<file path="src/rtl/mux16_pkg.sv">
// mux16_pkg: shared widths, FSM state type and scan-order constants (MUX16_MSB_FIRST_EN selects 15..0 order)
package mux16_pkg;
  localparam int NUM_CH = 16;
  localparam int SEL_W = 4;
  localparam int CNT_W = 8;
  typedef enum logic {IDLE, SHIFT} state_t;
`ifdef MUX16_MSB_FIRST_EN
  localparam logic [SEL_W-1:0] FIRST_IDX = 4'd15;
  localparam logic [SEL_W-1:0] LAST_IDX = 4'd0;
`else
  localparam logic [SEL_W-1:0] FIRST_IDX = 4'd0;
  localparam logic [SEL_W-1:0] LAST_IDX = 4'd15;
`endif
  function automatic logic [SEL_W-1:0] next_idx(input logic [SEL_W-1:0] idx);
`ifdef MUX16_MSB_FIRST_EN
    return idx - 4'd1;
`else
    return idx + 4'd1;
`endif
  endfunction
endpackage

</file>
<file path="src/rtl/mux16_slot_timer.sv">
// mux16_slot_timer: per-slot hold counter; ports clk, rst, clr (sync clear), en (count), slot_end (last hold cycle of a slot)
module mux16_slot_timer
  import mux16_pkg::*;
#(
  parameter int HOLD_CYCLES = 1
) (
  input  logic clk,
  input  logic rst,
  input  logic clr,
  input  logic en,
  output logic slot_end
);
  logic [CNT_W-1:0] r_cnt;
  assign slot_end = en && (r_cnt == CNT_W'(HOLD_CYCLES - 1));
  always_ff @(posedge clk)
    if (rst || clr) r_cnt <= '0;
    else if (en) r_cnt <= slot_end ? '0 : r_cnt + 1'b1;
endmodule

</file>
<file path="src/rtl/mux16_serializer.sv">
// mux16_serializer: serializes a 16-bit word onto a/s0..s3 one channel per slot; ports clk, rst, din/din_valid/din_ready in, a, s0..s3 (s0=MSB), a_valid, frame_done out; MUX16_MSB_FIRST_EN scans 15..0
module mux16_serializer
  import mux16_pkg::*;
#(
  parameter int HOLD_CYCLES = 1
) (
  input  logic        clk,
  input  logic        rst,
  input  logic [15:0] din,
  input  logic        din_valid,
  output logic        din_ready,
  output logic        a,
  output logic        s0,
  output logic        s1,
  output logic        s2,
  output logic        s3,
  output logic        a_valid,
  output logic        frame_done
);
  if (HOLD_CYCLES < 1 || HOLD_CYCLES > 256) begin : g_bad_hold
    $error("HOLD_CYCLES must be in 1..256");
  end
  state_t r_state, w_next_state;
  logic [NUM_CH-1:0] r_word, w_next_word;
  logic [SEL_W-1:0] r_idx, w_next_idx, w_step_idx;
  logic r_a, w_next_a;
  logic r_a_valid, w_next_a_valid;
  logic r_frame_done, w_next_frame_done;
  logic w_shift, w_accept, w_slot_end;
  assign w_shift = (r_state == SHIFT);
  assign din_ready = !w_shift;
  assign w_accept = din_valid && din_ready;
  assign w_step_idx = next_idx(r_idx);
  mux16_slot_timer #(.HOLD_CYCLES(HOLD_CYCLES)) u_timer (
    .clk(clk),
    .rst(rst),
    .clr(w_accept),
    .en(w_shift),
    .slot_end(w_slot_end)
  );
  always_comb begin
    w_next_state = r_state;
    w_next_word = r_word;
    w_next_idx = r_idx;
    w_next_a = r_a;
    w_next_a_valid = r_a_valid;
    w_next_frame_done = 1'b0;
    if (!w_shift) begin
      w_next_state = w_accept ? SHIFT : IDLE;
      w_next_word = w_accept ? din : r_word;
      w_next_idx = w_accept ? FIRST_IDX : '0;
      w_next_a = w_accept && din[FIRST_IDX];
      w_next_a_valid = w_accept;
    end else if (w_slot_end) begin
      // the last slot hands back to IDLE with a cleared bus and the done pulse
      w_next_state = (r_idx == LAST_IDX) ? IDLE : SHIFT;
      w_next_idx = (r_idx == LAST_IDX) ? '0 : w_step_idx;
      w_next_a = (r_idx != LAST_IDX) && r_word[w_step_idx];
      w_next_a_valid = (r_idx != LAST_IDX);
      w_next_frame_done = (r_idx == LAST_IDX);
    end
  end
  always_ff @(posedge clk) begin
    if (rst) begin
      r_state <= IDLE;
      r_word <= '0;
      r_idx <= '0;
      r_a <= 1'b0;
      r_a_valid <= 1'b0;
      r_frame_done <= 1'b0;
    end else begin
      r_state <= w_next_state;
      r_word <= w_next_word;
      r_idx <= w_next_idx;
      r_a <= w_next_a;
      r_a_valid <= w_next_a_valid;
      r_frame_done <= w_next_frame_done;
    end
  end
  assign a = r_a;
  assign {s0, s1, s2, s3} = r_idx;
  assign a_valid = r_a_valid;
  assign frame_done = r_frame_done;
endmodule

</file>
<file path="config.mk">
export PLATFORM = sky130hd
export DESIGN_NAME = mux16_serializer
export DESIGN_NICKNAME = d
export VERILOG_FILES = /design/src/rtl/mux16_pkg.sv /design/src/rtl/mux16_slot_timer.sv /design/src/rtl/mux16_serializer.sv
export SDC_FILE = /design/constraint.sdc
export NUM_CORES = 1
export LEC_CHECK = 0
export CAP_MARGIN = 20
export CORE_MARGIN = 10
export CORE_UTILIZATION = 29
export DETAILED_ROUTE_END_ITERATION = 6
export SETUP_SLACK_MARGIN = 0.15
export SYNTH_ARGS = -nofsm -noshare
export SYNTH_HDL_FRONTEND = slang
export SYNTH_SLANG_ARGS = --single-unit
</file>
<file path="constraint.sdc">
create_clock -name clk -period 1.69 [get_ports clk]
set_input_delay 0.4225 -clock clk [delete_from_list [all_inputs] [get_ports clk]]
set_output_delay 0.4225 -clock clk [all_outputs]
set_load 0.02 [all_outputs]
</file>
==> flow_summary_export.csv, run 1 <==
group,metric,value,unit
cells_and_area,fin_cells,290,
pwr,leakage,0.818,nW
setup_path,r2r_setup_slack,-0.15,ns
run,drv_cap,0,
yosys,synth_enable_flop_cells,0,
drt,num_vias,1298,
yosys,syn-num-nets,191,
placed_design,post-dp-hpwl,2550,um
cts,cts_buffers,5,
global_routing,antenna_found_initial,0,
timing,period_needed,1.84,ns
placed_design,placed_cells,274,
setup_path,required,1.89,ns
setup_path,endpoint_kind,"flip-flop",
cts,tritoncts,"yes",
floorplanning,core,4790,um2
timing,slew_headroom,77.1,%
floorplanning,die_area,8210,um2
cells_and_area,area_growth,46.9,%
cts,h-tree-depth,2,
yosys,async_flop_share,0,%
setup_path,crit_type,"flip-flop to flip-flop",
setup_path,arrival,2.03,ns
setup_path,critPathMaxStageDelay,0.46,ns
yosys,synth_top_area_share,44.3,%
timing,layout_setup_ws,-0.146,ns
placed_design,port-buffer-count,26,
setup_path,worstPathCellList,"inv_2 > ha_4 > or4b_4 > or2_4 > buf_6 > o21a_1 > a211oi_2",
placed_design,finalWeightedCongestion,0.786,
drt,detail-route-antenna-nets,0,
pwr,powerDensity,726,nW/um2
setup_path,start_kind,"flip-flop",
yosys,synth_cell_types,30,
timing,rsz0062_at_grt,"yes",
yosys,ys_seq_elements,32,
outcome,status,"finished with violations",
cells_and_area,final_cell_mix,"40 x nand2_1, 30 x dfxtp_1, 26 x buf_4",
global_routing,grt_use_total,8.31,%
drt,drt-total-wl,3540,um
drt,routedWlPerCell,12.2,um
pwr,power.total,0.00154,W
drt,drt_pass1_iterations,4,
cells_and_area,n_antenna_cell,0,
floorplanning,die_h,90.6,um
cts,clk_latency,0.28,ns
global_routing,grt_pass1_wl,5710,um
yosys,syn_area,1450,um2
cts,cts_sinks,32,
drt,vias_per_cell,4.48,
cells_and_area,drive_gt1_share,26.9,%
yosys,syn-instance-count,169,
placed_design,post-place-ws,-0.172,ns
setup_path,crit_fanout,7,
timing,clock.fmax,0.545,GHz
timing,final-hold-violation-count,0,
cts,clockBufferDepth,2,
setup_path,slowest_stage,"or4b_4",
worst_hold_path,min_path_cells,2,
pwr,ir_worst_vdd,379,uV
yosys,synth_seq_area_share,44.3,%
timing,finalSetupViolCount,14,
cts,clk_pin_slew,0.07,ns
floorplanning,ios,27,
cells_and_area,final_common_cell,"nand2_1",
setup_path,r2r-start,"u_timer.r_cnt[1]$_SDFFE_PP0P_",
yosys,synth_top_flop_cell,"dfxtp_1",
yosys,synth.area.top_cells,"dfxtp_1 44%, nand2_1 11%, a21oi_1 6.9%",
yosys,synth_top_cell_by_area,"dfxtp_1",
global_routing,grt_max_degree,18,
floorplanning,die_x,90.6,um
setup_path,r2r_cells,7,
yosys,syn_avg_cell_area,8.55,um2
worst_hold_path,min_to,"r_word[8]$_SDFFE_PP0P_",
global_routing,grt_pass1_vias,1283,
worst_hold_path,min_from,"r_word[8]$_SDFFE_PP0P_",
drt,initialDrtViolationCount,41,
yosys,yosysWarnings,0,
timing,final_max_slew_viol_count,0,
timing,fin_crit_sh,109,%
drt,drc_errors,0,
floorplanning,rows,25,
worst_hold_path,hold_path_class,"flip-flop to flip-flop",
outcome,violations,"setup timing",
setup_path,crit-reg2reg-capture,"a_valid$_SDFFE_PP0P_",
cells_and_area,final_nets,245,
floorplanning,start_util,30.2,%
global_routing,globalRoute.totalOverflow,0,
timing,worst_pin_slew,0.342,ns
cts,root_buffer,"clkbuf_8",
timing,skew,0.00404,ns
-- sequential cells by signal, summed over array words and instances, names as in the netlist --
name           count
a_valid            1
a                  1
r_idx              4
u_timer.r_cnt      8
frame_done         1
r_word            16
r_state            1
-- repair_timing --
item,CTS,global route
endpoints found under the setup margin,23,16
hold buffers,0,0
resized for setup,23,5
gates cloned,0,0
pin swaps,12,6
endpoints found under the hold margin,0,0
buffers inserted,7,2
-- cell usage after synthesis (3+ instances only) --
master,instances
clkbuf_1,8
xnor2_1,4
a21oi_1,20
xor2_1,5
ha_1,3
nand3_1,4
nand4_1,3
inv_1,6
dfxtp_1,32
or3_1,4
nor3_1,3
mux2i_1,3
nand2_1,41
nor2_1,12
mux4_2,4
-- critical path, delay by kind of cell (launching register included) --
kind	cells	cell delay (ns)
AOI/OAI and AO/OA	2	0.33
adders and majority gates	1	0.13
buffers and inverters	2	0.21
DFF	1	0.33
and+or+nand+nor	2	0.75
-- layer usage --
| layer | vias to the layer above | GRT usage (%) | routed length, um |
|---|---|---|---|
| met5 | - | 0 | 0 |
| met4 | 0 | 2.12 | 14 |
| met3 | 2 | 3.74 | 172 |
| met2 | 23 | 14.2 | 1710 |
| met1 | 592 | 9.07 | 1640 |
| li1 | 681 | - | - |
-- worst max path at each step --
stage                                  startpoint  cells past startpoint                    end  slack (ns)
floorplan           u_timer.r_cnt[0]$_SDFFE_PP0P_                      7         a$_SDFFE_PP0P_       -0.04
global placement    u_timer.r_cnt[0]$_SDFFE_PP0P_                      6  r_idx[3]$_SDFFE_PP0N_       -0.09
detailed placement  u_timer.r_cnt[0]$_SDFFE_PP0P_                      6  r_idx[1]$_SDFFE_PP0N_       -0.17
CTS                 u_timer.r_cnt[1]$_SDFFE_PP0P_                      6  r_idx[3]$_SDFFE_PP0N_       -0.14
global route        u_timer.r_cnt[1]$_SDFFE_PP0P_                      6  r_idx[1]$_SDFFE_PP0N_       -0.21
finish              u_timer.r_cnt[1]$_SDFFE_PP0P_                      7   a_valid$_SDFFE_PP0P_       -0.15
-- cells by family (layout without fill, tap and decap cells) --
family,Yosys count,after routing,share of synthesized area [%]
AOI/OAI and AO/OA,30,30,12.2
buffers and inverters,15,69,4.42
adders and majority gates,3,3,2.60
DFF,32,32,44.3
xor gates and xnor gates,9,9,5.45
and+or+nand+nor,73,73,22.7
muxes,7,7,8.31
-- metrics by stage --
| stage | hold WS [ns] | cell area [um2] | util (%) | setup TNS [ns] |
|---|---|---|---|---|
| after floorplan | 0.433 | 1470 | - | -0.131 |
| after global placement | 0.442 | 1930 | 40.3 | -0.301 |
| after detailed placement | 0.448 | 1930 | 40.3 | -0.722 |
| after CTS | 0.457 | 2100 | 43.8 | -1.35 |
| after global routing | 0.478 | 2120 | 44.4 | -2.31 |
| final | 0.454 | 2120 | 44.4 | -1.47 |
-- where the power goes --
part / internal, W / switching [W]
clock network: 0.000280 / 0.000265
logic: 0.000102 / 0.0000969
registers: 0.000784 / 0.0000137
total: 0.00117 / 0.000375
-- area by class of cell --
| class | instances | area [um2] |
|---|---|---|
| clock buffer | 6 | 72.6 |
| inverter | 6 | 22.5 |
| timing repair buffer | 56 | 489 |
| sequential | 32 | 643 |
| tap | 67 | 83.8 |
| fill | 483 | 2660 |
| multi-input combinational | 122 | 807 |
| clock inverter | 1 | 5.00 |
(Power assumes the default switching activity.)
==> inputs of run 2 (changes only) <==
--- a/config.mk
+++ b/config.mk
@@ -6,9 +6,12 @@
 export NUM_CORES = 1
 export LEC_CHECK = 0
 export CAP_MARGIN = 20
+export CELL_PAD_IN_SITES_DETAIL_PLACEMENT = 1
+export CELL_PAD_IN_SITES_GLOBAL_PLACEMENT = 1
 export CORE_MARGIN = 10
 export CORE_UTILIZATION = 29
 export DETAILED_ROUTE_END_ITERATION = 6
+export PLACE_DENSITY_LB_ADDON = 0.1
 export SETUP_SLACK_MARGIN = 0.15
 export SYNTH_ARGS = -nofsm -noshare
 export SYNTH_HDL_FRONTEND = slang
==> run 2 against run 1 <==
The flow still finishes with violations (setup timing). Cell area did not move. Via count rose by 3.5%. Critical path depth fell by 1. Worst setup slack got worse by 0.00058 ns. Highest routed layer unchanged. Utilization did not move.
==> flow_summary_export.csv, run 2 (same netlist as run 1, synthesis figures left out) <==
group,metric,value,unit
cells_and_area,largest_register_ffs,16,
drt,vias_per_cell,4.65,
drt,drt_pass1_iterations,4,
run,drv_cap,0,
floorplanning,die_h,90.6,um
cts,cts_sinks,32,
global_routing,grt_pass1_wl,7090,um
setup_path,required,1.92,ns
global_routing,antenna_found_initial,0,
cells_and_area,final_common_cell,"nand2_1",
cts,h-tree-depth,2,
timing,period_needed,1.84,ns
setup_path,crit_type,"flip-flop to flip-flop",
global_routing,grtUsageMet1,11.4,%
drt,routedWlPerCell,14.4,um
global_routing,gr-max-usage-layer,"met2",
cts,clk_pin_slew,0.08,ns
timing,worst_pin_slew,0.328,ns
drt,detail-route-antenna-nets,0,
timing,final_max_slew_viol_count,0,
setup_path,crit_fanout,7,
worst_hold_path,hold_path_class,"flip-flop to flip-flop",
cells_and_area,final_nets,243,
global_routing,grt_use_total,10.5,%
pwr,powerDensity,771,nW/um2
floorplanning,core,4790,um2
pwr,power.total,0.00164,W
cells_and_area,n_antenna_cell,0,
setup_path,slowest_stage,"or4b_4",
cts,cts_hold_buf,0,
cts,clk_latency,0.29,ns
global_routing,grt_pass1_vias,1511,
timing,clock.fmax,0.545,GHz
global_routing,use_met3,3.57,%
global_routing,globalRoute.totalOverflow,0,
cells_and_area,final_cell_mix,"41 x nand2_1, 30 x dfxtp_1, 24 x buf_4",
setup_path,endpoint_kind,"flip-flop",
floorplanning,rows,25,
placed_design,finalWeightedCongestion,0.777,
timing,rsz0062_at_grt,"yes",
timing,layout_setup_ws,-0.147,ns
cts,tritoncts,"yes",
drt,num_vias,1344,
placed_design,port-buffer-count,26,
timing,skew,0.0122,ns
pwr,ir_worst_vdd,351,uV
drt,drc_errors,0,
cells_and_area,fin_cells,289,
cells_and_area,drive_gt1_share,26.6,%
timing,slew_headroom,78.1,%
global_routing,use_met2,18.6,%
floorplanning,die_area,8210,um2
drt,drt-total-wl,4170,um
global_routing,grt_max_degree,18,
timing,fin_crit_sh,109,%
setup_path,worstPathCellList,"inv_2 > ha_1 > or4b_4 > or2_4 > or3_4 > a21oi_2",
outcome,status,"finished with violations",
cts,cts_buffers,5,
floorplanning,ios,27,
setup_path,critPathMaxStageDelay,0.46,ns
placed_design,post-dp-hpwl,3070,um
floorplanning,die_x,90.6,um
setup_path,cp_top_family,"simple AND/OR/NAND/NOR gates",
drt,initialDrtViolationCount,26,
pwr,leakage,0.819,nW
timing,finalSetupViolCount,12,
cts,clockBufferDepth,2,
cells_and_area,area_growth,46.9,%
outcome,violations,"setup timing",
setup_path,start_kind,"flip-flop",
setup_path,arrival,2.06,ns
timing,final-hold-violation-count,0,
setup_path,path_buf_inv,1,
cells_and_area,top_register,"r_word",
floorplanning,start_util,30.2,%
placed_design,placed_cells,274,
cts,root_buffer,"clkbuf_8",
cells_and_area,largest_registers,"r_word (16), u_timer.r_cnt (8), r_idx (4)",
## run 2: final timing paths
check | start | slack [ns] | cells past startpoint | endpoint
max | u_timer.r_cnt[0]$_SDFFE_PP0P_ | -0.15 | 6 | r_idx[3]$_SDFFE_PP0N_
min | r_word[13]$_SDFFE_PP0P_ | 0.46 | 2 | r_word[13]$_SDFFE_PP0P_
max reg2reg | u_timer.r_cnt[0]$_SDFFE_PP0P_ | -0.15 | 6 | r_idx[3]$_SDFFE_PP0N_
min reg2reg | r_word[13]$_SDFFE_PP0P_ | 0.46 | 2 | r_word[13]$_SDFFE_PP0P_
## run 2: what timing repair did
action,CTS,global route
cloned,0,0
pin swaps,5,5
setup buffers,4,3
resized for setup,21,6
setup endpoints to repair,23,16
## run 2: worst register-to-register path, stage by stage (launching register included)
cell and delay, ns:
dfxtp_2 0.33, inv_2 0.05, ha_1 0.14, or4b_4 0.46
or2_4 0.28, or3_4 0.39, a21oi_2 0.12
## run 2: where the power goes
part	switching, W	leakage (nW)	internal [W]
combinational	0.000103	0.506	0.000106
clock	0.000303	0.0510	0.000325
sequential	0.0000158	0.262	0.000784
total	0.000422	0.819	0.00121
## run 2: routing by layer
layer | vias to the layer above | share of wire (%)
met3 | 8 | 3.6
met1 | 632 | 45
met4 | 0 | 1.2
met2 | 25 | 50
li1 | 679 | -
met5 | - | 0
## run 2: layout make-up
cell class / count / area [um2]
Inverter: 6 / 22.5
Tap cell: 67 / 83.8
Sequential cell: 32 / 643
Timing Repair Buffer: 54 / 484
Clock buffer: 6 / 82.6
Multi-Input combinational cell: 122 / 797
Fill cell: 566 / 2660
Clock inverter: 2 / 10.0
## run 2: per-stage QoR
| stage | setup slack, ns | area [um2] | TNS, ns | hold slack (ns) | utilization [%] |
|---|---|---|---|---|---|
| 3_5_place_dp | -0.132 | 1940 | -0.673 | 0.450 | 40.5 |
| 4_1_cts | -0.128 | 2080 | -0.966 | 0.458 | 43.4 |
| 3_3_place_gp | -0.0886 | 1940 | -0.224 | 0.443 | 40.5 |
| 5_1_grt | -0.202 | 2120 | -2.03 | 0.479 | 44.4 |
| 6_report | -0.147 | 2120 | -1.21 | 0.455 | 44.4 |
| 2_1_floorplan | -0.0383 | 1470 | -0.131 | 0.433 | - |
==> inputs of run 3 (changes only) <==
--- a/config.mk
+++ b/config.mk
@@ -5,13 +5,14 @@
 export SDC_FILE = /design/constraint.sdc
 export NUM_CORES = 1
 export LEC_CHECK = 0
+export ABC_AREA = 0
 export CAP_MARGIN = 20
 export CELL_PAD_IN_SITES_DETAIL_PLACEMENT = 1
 export CELL_PAD_IN_SITES_GLOBAL_PLACEMENT = 1
 export CORE_MARGIN = 10
 export CORE_UTILIZATION = 29
 export DETAILED_ROUTE_END_ITERATION = 6
-export PLACE_DENSITY_LB_ADDON = 0.1
+export PLACE_DENSITY_LB_ADDON = 0.3
 export SETUP_SLACK_MARGIN = 0.15
 export SYNTH_ARGS = -nofsm -noshare
 export SYNTH_HDL_FRONTEND = slang
==> run 3 against run 2 <==
The run still ends with setup timing left. Critical path depth increased by 2. Combinational power barely moved. Worst hold slack better by 0.0072 ns. Largest power group unchanged. Global-route usage rose by 0.18 points. Utilization up 0.26 points. Largest cell class unchanged. Non-clock buffer count shrank 5.
==> flow_summary_export.csv, run 3 (same netlist as run 1, synthesis figures left out) <==
group,metric,value,unit
outcome,status,"finished with violations",
outcome,violations,"setup timing",
cts,clockBufferDepth,2,
global_routing,antenna_found_initial,0,
cts,cts_hold_buf,0,
pwr,leakage,0.805,nW
floorplanning,core,4790,um2
global_routing,grt_use_total,10.7,%
setup_path,arrival,2.03,ns
timing,worst_pin_slew,0.350,ns
cells_and_area,top_register,"r_word",
cts,clk_latency,0.28,ns
global_routing,globalRoute.totalOverflow,0,
cells_and_area,final_common_cell,"nand2_1",
setup_path,endpoint_kind,"flip-flop",
global_routing,grt_max_degree,20,
floorplanning,die_area,8210,um2
setup_path,r2r-start,"u_timer.r_cnt[0]$_SDFFE_PP0P_",
drt,drt_pass1_iterations,4,
global_routing,grt_pass1_wl,7190,um
worst_hold_path,hold_path_class,"flip-flop to flip-flop",
setup_path,start_kind,"flip-flop",
placed_design,finalWeightedCongestion,0.765,
placed_design,post-place-ws,-0.159,ns
drt,initialDrtViolationCount,53,
cells_and_area,final_nets,239,
cells_and_area,largest_register_ffs,16,
floorplanning,die_x,90.6,um
cts,root_buffer,"clkbuf_8",
drt,routedWlPerCell,15.2,um
timing,final_max_slew_viol_count,0,
timing,rsz0062_at_grt,"yes",
timing,finalSetupViolCount,13,
placed_design,port-buffer-count,26,
floorplanning,rows,25,
cells_and_area,stdcell_area,2140,um2
cells_and_area,n_antenna_cell,0,
pwr,powerDensity,817,nW/um2
floorplanning,die_h,90.6,um
cells_and_area,drive_gt1_share,27.1,%
timing,fin_crit_sh,110,%
timing,clock.fmax,0.539,GHz
drt,drc_errors,0,
run,drv_cap,0,
setup_path,crit_type,"flip-flop to flip-flop",
setup_path,crit_start,"u_timer.r_cnt[0]$_SDFFE_PP0P_",
cells_and_area,area_growth,47.8,%
drt,vias_per_cell,4.79,
drt,drt-total-wl,4330,um
floorplanning,ios,27,
cts,cts_buffers,5,
cells_and_area,largest_registers,"r_word (16), u_timer.r_cnt (8), r_idx (4)",
cts,tritoncts,"yes",
floorplanning,start_util,30.2,%
placed_design,place_area,1920,um2
placed_design,post-dp-hpwl,3110,um
timing,slew_headroom,76.6,%
cts,clk_pin_slew,0.07,ns
setup_path,required,1.87,ns
cells_and_area,final_cell_mix,"41 x nand2_1, 29 x dfxtp_1, 19 x a21oi_1",
timing,skew,0.00615,ns
cts,cts_sinks,32,
global_routing,grt_pass1_vias,1470,
timing,final-hold-violation-count,0,
timing,layout_setup_ws,-0.165,ns
drt,detail-route-antenna-nets,0,
pwr,ir_worst_vdd,441,uV
timing,period_needed,1.86,ns
cts,h-tree-depth,2,
setup_path,crit_fanout,5,
drt,num_vias,1365,
worst_hold_path,min_from,"r_word[13]$_SDFFE_PP0P_",
run 3: worst paths after layout:
| check | end | slack [ns] | cells after the start |
|---|---|---|---|
| worst min register to register | r_word[13]$_SDFFE_PP0P_ | 0.46 | 2 |
| worst max-delay path | u_timer.r_cnt[1]$_SDFFE_PP0P_ | -0.17 | 8 |
| worst min-delay path | r_word[13]$_SDFFE_PP0P_ | 0.46 | 2 |
| worst max register to register | u_timer.r_cnt[1]$_SDFFE_PP0P_ | -0.17 | 8 |
run 3: repair_timing:
| action | CTS | global route |
|---|---|---|
| buffers inserted | 2 | 2 |
| cloned | 1 | 0 |
| setup endpoints to repair | 23 | 18 |
| resized for setup | 20 | 13 |
| pin swaps | 6 | 8 |
run 3: metrics by stage:
| step | hold WS, ns | utilization [%] | std cells | power [W] | setup TNS (ns) |
|---|---|---|---|---|---|
| finish | 0.462 | 44.6 | 285 | 0.00174 | -1.45 |
| global route | 0.487 | 44.6 | 285 | 0.00182 | -2.47 |
| CTS | 0.461 | 43.5 | 283 | 0.00177 | -1.31 |
| detailed placement | 0.448 | 40.2 | 272 | 0.00102 | -0.499 |
| global placement | 0.441 | 40.2 | 272 | 0.00101 | -0.213 |
| floorplan | 0.433 | - | 169 | 0.000917 | -0.131 |
run 3: area by class of cell:
type | count | area, um2
Clock buffer | 5 | 68.8
Clock inverter | 3 | 42.5
Fill cell | 567 | 2650
Inverter | 6 | 22.5
Multi-Input combinational cell | 123 | 822
Sequential cell | 32 | 644
Tap cell | 67 | 83.8
Timing Repair Buffer | 49 | 452
run 3: power breakdown:
part           internal [W]  total (W)  switching, W
Clock              0.000436   0.000739      0.000303
Combinational      0.000102   0.000207      0.000105
Sequential         0.000784   0.000798     0.0000147
Total               0.00132    0.00174      0.000422
run 3: metal layers:
layer	share of wire, %	GRT usage (%)	vias up
li1	-	-	671
met1	44	12.3	670
met2	52	18.6	22
met3	2.6	2.91	2
met4	0.48	3.18	0
met5	0	0	-
run 3: critical path, stage by stage (launching register included):
cell     delay, ns
dfxtp_2       0.33
inv_2         0.05
ha_1          0.13
or4b_4        0.47
or2_4         0.27
buf_4         0.14
buf_4         0.13
a31oi_4       0.17
nor2_2        0.05
==> patch (config.mk and constraints of run 1) <==
Change the package constant `CNT_W` from 8 to 6.
--- a/src/rtl/mux16_pkg.sv
+++ b/src/rtl/mux16_pkg.sv
@@ -2,7 +2,7 @@
 package mux16_pkg;
   localparam int NUM_CH = 16;
   localparam int SEL_W = 4;
-  localparam int CNT_W = 8;
+  localparam int CNT_W = 6;
   typedef enum logic {IDLE, SHIFT} state_t;
 `ifdef MUX16_MSB_FIRST_EN
   localparam logic [SEL_W-1:0] FIRST_IDX = 4'd15;
Formal check against the unedited RTL: no difference found for any inputs over 10 cycles, from zero or initial values and one cycle with rst high; that may be too few to reach the edited logic, so the function may still have changed.
==> patch against run 1 <==
The run still ends with negative setup slack left. Utilization about the same. Design area fell by 8.5%. Sequential power decreased by 5.6%. Sequential cell count fell by 2. Critical path depth decreased by 3. Synthesized area shrank 8.4%. First-iteration DRC count grew 68%. Die area shrank 6.6%. Wire length decreased by 6.6%. Power rose by 1.3%. Setup slack got worse by 7.7 ps.
==> patch: results <==
drt:
  vias: 1168
  drtIter0Drc: 69
yosys:
  netlist_top_cells_area: "dfxtp_1 45%, nand2_1 12%, a21oi_1 7.9%"
  seq_area_frac_synth: 0.454
  ys_top_cells_by_count: "43 x nand2_1, 30 x dfxtp_1, 21 x a21oi_1, 10 x nor2_1"
  synth_cell_types: 29
  yosys_register_bits: 30
global_routing:
  grtUsageTotal: 0.0883
  grt_start_max_net_pins: 22
  grt_pass1_wl_um: 5340
cells_and_area:
  finish.net_count: 219
  reg_top3: "r_word: 16 flops, u_timer.r_cnt: 6 flops, r_idx: 4 flops"
placement:
  dp_slack_ps: -164
  gp_congestion: 0.743
  dp_hpwl_um: 2360
  io_buffers: 26
worst_setup_path:
  cpPeakStageDelay_ps: 490
  cp_slowest_cell: "mux4_2"
  cp_top_family: "multiplexers"
sta:
  finClkSkew_ps: 7.30
  setup_slack_ps: -154
  final-setup-viol-count: 1
power:
  p_leak_uw: 0.000746
  irDropWorstVdd_uv: 433
status:
  violations: "negative setup slack"
  outcome: "finished with violations"
==> patch: worst paths after layout <==
| kind | startpoint | to | slack [ps] | cells after the start |
|---|---|---|---|---|
| setup / recovery | r_idx[0] | a | -150 | 4 |
| hold reg to reg | r_word[14] | r_word[14] | 450 | 2 |
| hold / removal | r_word[14] | r_word[14] | 450 | 2 |
| setup reg to reg | r_idx[0] | a | -150 | 4 |
==> patch: per-stage QoR <==
step | utilization | setup TNS [ps] | total power, µW | std cells
finish | 0.443 | -154 | 1560 | 250
global route | 0.443 | -216 | 1630 | 250
CTS | 0.425 | -158 | 1570 | 248
detailed placement | 0.399 | -164 | 980 | 238
global placement | 0.399 | -131 | 979 | 238
floorplan | - | -155 | 878 | 152
==> patch: worst min-delay path: cells and delay by family, from the launching register on <==
kind	cells	cell delay, ps
AOI/OAI and AO/OA	1	50
DFF	1	310
and+or+nand+nor	1	50
==> patch: timing repair <==
item / 4_1_cts / 5_1_grt
pin swaps: 6 / 7
gates resized for setup: 15 / 20
hold endpoints to repair: 0 / 0
buffers inserted: 2 / 2
endpoints found under the setup margin: 13 / 12
==> patch: metal layers <==
layer  routed length [µm]  share of wire  up-vias  GRT usage
met1                 1540           0.47      525      0.102
li1                     -              -      609          -
met3                  171          0.052        4     0.0362
met4                   43          0.013        0     0.0391
met5                    0              0        -          0
met2                 1550           0.47       30      0.140
==> patch: layout make-up <==
class | count | area (µm²)
inverter | 4 | 15.0
sequential | 30 | 612
fill | 448 | 2440
timing repair buffer | 45 | 410
clock buffer | 7 | 86.3
tap | 52 | 65.1
multi-input combinational | 111 | 749
clock inverter | 1 | 5.00
==> patch: logic make-up after synthesis <==
| group | synth area share |
|---|---|
| flip-flops | 0.454 |
| adder cells (fa/ha/maj) | 0.0284 |
| AO/OA/AOI/OAI | 0.123 |
| multiplexers | 0.0936 |
| buffers and inverters | 0.0369 |
| XOR/XNOR | 0.0463 |
| AND/OR/NAND/NOR | 0.218 |
==> patch: where the power goes <==
part / switching, µW / internal, µW / total (µW) / leakage (µW)
clock network: 270 / 328 / 598 / 0.0000482
logic: 104 / 106 / 210 / 0.000449
registers: 16.6 / 737 / 753 / 0.000248
total: 391 / 1170 / 1560 / 0.000746
